**src/rtl/clk_div_prog_if.sv**
```systemverilog
// clk_div_prog_if: control/status bundle for the programmable clock divider
interface clk_div_prog_if #(
  parameter int DIV_W = 8
);
  logic             i_en;
  logic [DIV_W-1:0] i_div;
  logic             o_clk;
  logic             o_tick;
  logic [DIV_W-1:0] o_div_cur;
  modport master (output i_en, i_div, input o_clk, o_tick, o_div_cur);
  modport slave  (input i_en, i_div, output o_clk, o_tick, o_div_cur);
endinterface

```
**src/rtl/clk_div_prog.sv**
```systemverilog
// clk_div_prog: runtime-programmable glitch-free clock divider with tick pulse
module clk_div_prog #(
  parameter int DIV_W       = 8,
  parameter int DEFAULT_DIV = 10
) (
  input  logic           i_clk,
  input  logic           i_rst,
  clk_div_prog_if.slave  bus
);
  localparam int               DEF_I   = (DEFAULT_DIV < 2) ? 2 : DEFAULT_DIV;
  localparam logic [DIV_W-1:0] DEF_DIV = DIV_W'(DEF_I);
  typedef enum logic {IDLE, RUN} state_t;
  state_t           r_state, w_state_nxt;
  logic [DIV_W-1:0] r_cnt, w_cnt_nxt;
  logic [DIV_W-1:0] r_div, w_div_nxt;
  logic             r_clk, r_tick;
  logic             w_clk_nxt, w_tick_nxt, w_bound;
  logic [DIV_W-1:0] w_neff, w_high;
  assign w_neff  = (bus.i_div < DIV_W'(2)) ? DIV_W'(2) : bus.i_div;
  assign w_bound = (r_state == RUN) && (r_cnt == r_div - DIV_W'(1));
  // ratio and run/stop decisions are only taken at a period boundary or from IDLE
  always_comb begin
    w_state_nxt = r_state;
    w_cnt_nxt   = r_cnt + DIV_W'(1);
    w_div_nxt   = r_div;
    w_tick_nxt  = 1'b0;
    if (r_state == IDLE || w_bound) begin
      w_cnt_nxt   = '0;
      w_state_nxt = bus.i_en ? RUN : IDLE;
      w_div_nxt   = bus.i_en ? w_neff : r_div;
      w_tick_nxt  = bus.i_en;
    end
  end
  assign w_high    = w_div_nxt - (w_div_nxt >> 1);
  assign w_clk_nxt = (w_state_nxt == RUN) && (w_cnt_nxt < w_high);
  always_ff @(posedge i_clk) begin
    if (i_rst) begin
      r_state <= IDLE;
      r_cnt   <= '0;
      r_div   <= DEF_DIV;
      r_clk   <= 1'b0;
      r_tick  <= 1'b0;
    end else begin
      r_state <= w_state_nxt;
      r_cnt   <= w_cnt_nxt;
      r_div   <= w_div_nxt;
      r_clk   <= w_clk_nxt;
      r_tick  <= w_tick_nxt;
    end
  end
  assign bus.o_clk     = r_clk;
  assign bus.o_tick    = r_tick;
  assign bus.o_div_cur = r_div;
endmodule
```
**src/flat_wrapper.sv**
```systemverilog
// flat-port wrapper written by rule: the top's interface ports become plain ports
module clk_div_prog_flat 
#(
  parameter int DIV_W       = 8,
  parameter int DEFAULT_DIV = 10
)
  (i_clk, i_rst, bus_i_en, bus_i_div, bus_o_clk, bus_o_tick, bus_o_div_cur);
  clk_div_prog_if #(.DIV_W(DIV_W)) bus_i ();
  input  logic i_clk;
  input  logic i_rst;
  input wire logic [$bits(bus_i.i_en)-1:0] bus_i_en;
  input wire logic [$bits(bus_i.i_div)-1:0] bus_i_div;
  output wire logic [$bits(bus_i.o_clk)-1:0] bus_o_clk;
  output wire logic [$bits(bus_i.o_tick)-1:0] bus_o_tick;
  output wire logic [$bits(bus_i.o_div_cur)-1:0] bus_o_div_cur;
  assign bus_i.i_en = bus_i_en;
  assign bus_i.i_div = bus_i_div;
  assign bus_o_clk = bus_i.o_clk;
  assign bus_o_tick = bus_i.o_tick;
  assign bus_o_div_cur = bus_i.o_div_cur;
  clk_div_prog #(.DIV_W(DIV_W), .DEFAULT_DIV(DEFAULT_DIV)) u_core (.i_clk(i_clk), .i_rst(i_rst), .bus(bus_i));
endmodule
```
**config.mk**
```make
export PLATFORM = sky130hd
export DESIGN_NAME = clk_div_prog_flat
export DESIGN_NICKNAME = d
export VERILOG_FILES = /design/src/rtl/clk_div_prog_if.sv /design/src/rtl/clk_div_prog.sv /design/src/flat_wrapper.sv
export SDC_FILE = /design/constraint.sdc
export NUM_CORES = 1
export LEC_CHECK = 0
export BUFFER_PORTS_ARGS = -buffer_cell sky130_fd_sc_hd__buf_4
export CAP_MARGIN = 20
export CORE_UTILIZATION = 57
export CTS_CLUSTER_SIZE = 28
export DETAILED_ROUTE_END_ITERATION = 7
export HOLD_SLACK_MARGIN = 0.12
export PLACE_DENSITY = 0.83
export SETUP_SLACK_MARGIN = 0.2
export SYNTH_ARGS = -nofsm -noshare
export SYNTH_HDL_FRONTEND = slang
export SYNTH_SLANG_ARGS = --single-unit
```
**constraint.sdc**
```tcl
create_clock -name i_clk -period 6 [get_ports i_clk]
set_input_delay 0.6 -clock i_clk [delete_from_list [all_inputs] [get_ports i_clk]]
set_output_delay 0.6 -clock i_clk [all_outputs]
set_load 0.005 [all_outputs]
```
# == Word-level counts from Yosys, hierarchy flattened ==
# Index checks and enable logic that the tools add are counted.
# op_classes
addsub,3
n_lt_le_gt_ge,2
n_eq_ne,1
n_mux,6
bitwise,2
n_reduce_logical,4
# ops
operator,n
$mux 8,4
$add 8x1->8 const B,1
$eq 8x8->1,1
$lt 8x2->1 const B,1
$lt 8x8->1,1
$sub 8x1->8 const B,1
$sub 8x7->8,1
$logic_and 1x1->1,2
$mux 1,2
$not 1->1,2
$reduce_or 2->1,1
$logic_or 1x1->1,1
# word_totals
regBits,19
inputBits,11
output_inout_bits,10
word_cells,23

# == Longest topological paths before layout ==
# depth
ltp_word,8
mapped_depth,24

# == Worst setup path before layout ==
# No wires, ideal clock.
# synth_path
path_kind,reg-to-reg
start,"register u_core.r_div[0], in the netlist u_core.bus.o_div_cur[0]"
end,"register u_core.r_clk, in the netlist u_core.bus.o_clk"
setup_ns,0.086
arrival_ns,4.117
required_time_ns,5.914
path_slack_ns,1.798
stages_incl_launch_ff,25
path_buffers,2
synth_period_minus_slack_ns,4.202
path_cell_list,dfxtp_1 > inv_1 > ha_1 > clkbuf_2 > o21ba_1 > a221oi_1 > a41oi_1 > o31ai_2 > nand3_1 > buf_6 > mux2i_1 > ha_1 > inv_1 > fa_1 > a21oi_1 > nor2_1 > nor2_1 > o21bai_1 > a21oi_1 > xor2_1 > ha_1 > nor2b_1 > o21ai_0 > nand2_1 > a211oi_1
# synth_between
elab_chain_cells,8
# synth_lines
element,line_no,source
"start, declared",clk_div_prog.sv:15,"logic [DIV_W-1:0] r_div, w_div_nxt;"
"start signal, assigned",clk_div_prog.sv:46,r_div <= w_div_nxt;
$sub 8x1->8,clk_div_prog.sv:20,assign w_bound = (r_state == RUN) && (r_cnt == r_div - DIV_W'(1));
$eq 8x8->1,clk_div_prog.sv:20,
$logic_and 1x1->1,clk_div_prog.sv:20,
$logic_or 1x1->1,clk_div_prog.sv:27,if (r_state == IDLE || w_bound) begin
$mux 8,clk_div_prog.sv:27,
named net u_core.w_div_nxt[1],clk_div_prog.sv:15,
$sub 8x7->8,clk_div_prog.sv:34,assign w_high = w_div_nxt - (w_div_nxt >> 1);
$lt 8x8->1,clk_div_prog.sv:35,assign w_clk_nxt = (w_state_nxt == RUN) && (w_cnt_nxt < w_high);
$logic_and 1x1->1,clk_div_prog.sv:35,
"end signal, assigned",clk_div_prog.sv:47,r_clk <= w_clk_nxt;
"end, declared",clk_div_prog.sv:16,"logic r_clk, r_tick;"
# The timed path passes the listed nets, and every way through them passes these cells.
# A chain may end at the register's enable or synchronous reset.

# == Worst setup path in the final report ==
# Ends and elaborated chain as after synthesis.

==> metrics.cfg <==
[die]
num_rows=18
io_pins=21
die_x_um=53.5
dieArea_mm2=0.00287
start_util_pct=60.6
core-area_mm2=0.00250
die_h_um=53.5

[yosys]
synth_top_family_by_area=simple AND/OR/NAND/NOR gates
yosys.area_share.adder_pct=14.5
syn-num-nets=205
synthCells=177
synth_edf_count=0
syn_area_mm2=0.00151
synthArstFlopShare_pct=0
synth_warnings=0
synth_simple_gate_area_share_pct=22.3
seq_area_frac_synth_pct=25.1
synth_ff_type=dfxtp_1
synth_cell_types=42
synthMuxAreaShare_pct=6.12
yosys.area_share.xor_xnor_pct=13.2
syn-mean-instance-area_um2=8.55
synth-compound-area-share_pct=11.6
ys_seq_elements=19

[sta]
clock_skew_ns=0.00289
setup_ws_ns=0.936
period_needed_ns=5.06
finalSetupViolations=0
finalSetupTns_ns=0
slew_viol_final=0
finalHoldViolCount=0
fmax_ghz=0.197
relSlewSlack_pct=59.9
worstMarginPinSlew_ns=0.600
fin_crit_sh_pct=84.4
rsz0062_at_grt=no

[placement]
hpwl_um=2640
place.gp.congestion=0.923
portBuffers=20
post-place-ws_ns=1.01

[global_route]
grt_first_pass_wirelength_um=5010
grt_pass1_vias=1175
grt_max_degree=13
gr-total-overflow=0
antenna_found_initial=0
grtUsageTotal_pct=24.5

[setup_path]
crit_arrival_ns=5.28
path_max_fanout=9
crit_path_end_kind=register
startpoint_type=register
path_class=register to register
required_ns=6.22

[cells_and_area]
num_antenna_cells=0
final_core_util_pct=67.3
syn2layout_area_growth_pct=11.1
final_common_cell=nor2_1
nNetsFinal=224
final_cell_mix=23 x nor2_1, 20 x buf_4, 19 x dfxtp_1
drive_gt1_share_pct=20.0

[route]
viasPerCell=5.51
antenna_left=0
wl_per_cell_um=14.3
vias=1240
route.detailed.drc=0
wirelength_um=3210
dr.pass1.iters=4
drt_iter0_drc=23

[clock_tree]
numCtsBuffers=3
path_clk_slew_ns=0.11
cts_tree=done
cts_hold_buf=0
clock-sinks=19
clock_latency_ns=0.30
cts_htree_levels=1
clockRootBuffer=clkbuf_4
ctsResizeCount=0
cts_setup_buffers=0
cts_buffer_depth=2

[power_and_ir_drop]
peakVddDrop_v=0.000136
p_total_uw=355
power.leakage_uw=0.000768
power_density_mw_per_mm2=211

[status]
run_status=completed

[hold_path]
min_path_type=register to register

[run]
drv_cap=0

## logic make-up after synthesis
group	Yosys count
AO/OA/AOI/OAI	25
adder cells (fa/ha/maj)	17
flip-flops	19
AND/OR/NAND/NOR	64
XOR/XNOR	22
multiplexers	8
buffers and inverters	22
## layout make-up
| class | count | area [µm²] |
|---|---|---|
| repair buffers | 20 | 150 |
| well taps | 30 | 37.5 |
| multi-input cells | 136 | 1030 |
| flip-flops and latches | 19 | 380 |
| fillers | 208 | 818 |
| clock buffers | 3 | 22.5 |
| inverters | 16 | 60.1 |
| clock inverters | 1 | 5.00 |
## routing by layer
metal  vias up  routed length [µm]  global-route usage, %  part of all wire, %
met3         2                 104                   2.54                  3.2
met4         0                  21                   6.58                 0.65
met5         -                   0                      0                    0
met1       586                1410                   31.6                   44
met2        19                1670                   42.9                   52
li1        633                   -                      -                    -
## power breakdown
part / switching, µW / internal, µW
registers: 9.81 / 133
clock network: 41.3 / 24.8
logic: 78.4 / 68.1
total: 129 / 225
## through the flow
step	area (µm²)	cells	hold WS, ns
finish	1680	225	0.550
global route	1680	225	0.545
CTS	1680	225	0.550
detailed placement	1650	221	0.521
global placement	1650	221	0.521
floorplan	1510	177	0.469
## synthesized netlist by cell type, types with 2 or more instances
cell type | instances | share of area [%]
xnor2_1 | 10 | 5.8
xor2_1 | 11 | 6.4
mux2i_1 | 7 | 4.6
or2_2 | 2 | 0.83
ha_1 | 16 | 13
dfxtp_1 | 19 | 25
buf_6 | 3 | 2.2
nand2b_1 | 3 | 1.2
nand3_1 | 6 | 2.0
a21oi_1 | 8 | 2.6
inv_1 | 16 | 4.0
nor2_1 | 23 | 5.7
nor2_2 | 7 | 2.9
nor2b_1 | 3 | 1.2
o21bai_1 | 2 | 0.99
nand2_1 | 7 | 1.7
nor3_1 | 3 | 0.99
o21ai_0 | 4 | 1.3
a211oi_1 | 3 | 1.5
nand4_1 | 2 | 0.83
## worst paths after layout
| path | start | endpoint | slack, ns | cells after the start |
|---|---|---|---|---|
| worst max-delay path | u_core.bus.o_div_cur[0]$_SDFF_PP0_ | u_core.bus.o_clk$_SDFF_PP0_ | 0.94 | 22 |
| worst min-delay path | u_core.r_cnt[0]$_SDFF_PP0_ | u_core.r_cnt[0]$_SDFF_PP0_ | 0.55 | 1 |
| worst max register to register | u_core.bus.o_div_cur[0]$_SDFF_PP0_ | u_core.bus.o_clk$_SDFF_PP0_ | 0.94 | 22 |
| worst min register to register | u_core.r_cnt[0]$_SDFF_PP0_ | u_core.r_cnt[0]$_SDFF_PP0_ | 0.55 | 1 |
## worst max-delay path: stages (launching register included)
cell and delay (ns):
dfxtp_1 0.47, inv_1 0.08, ha_1 0.30, o21ba_1 0.20
a221oi_1 0.32, a41oi_1 0.09, o31ai_2 0.22, nand3_1 0.47
mux2i_1 0.54, ha_1 0.27, inv_1 0.06, fa_1 0.40
a21oi_1 0.14, nor2_1 0.05, nor2_1 0.16, o21bai_1 0.08
a21oi_1 0.18, xor2_1 0.17, ha_1 0.26, nor2b_1 0.14
o21ai_0 0.15, nand2_1 0.07, a211oi_1 0.17
## registers in the layout, summed over array words and instances, names as in the netlist
name,count
u_core.bus.o_clk,1
u_core.bus.o_div_cur,8
u_core.bus.o_tick,1
u_core.r_cnt,8
u_core.r_state,1
Note: power is estimated with default switching activity, not from simulation.
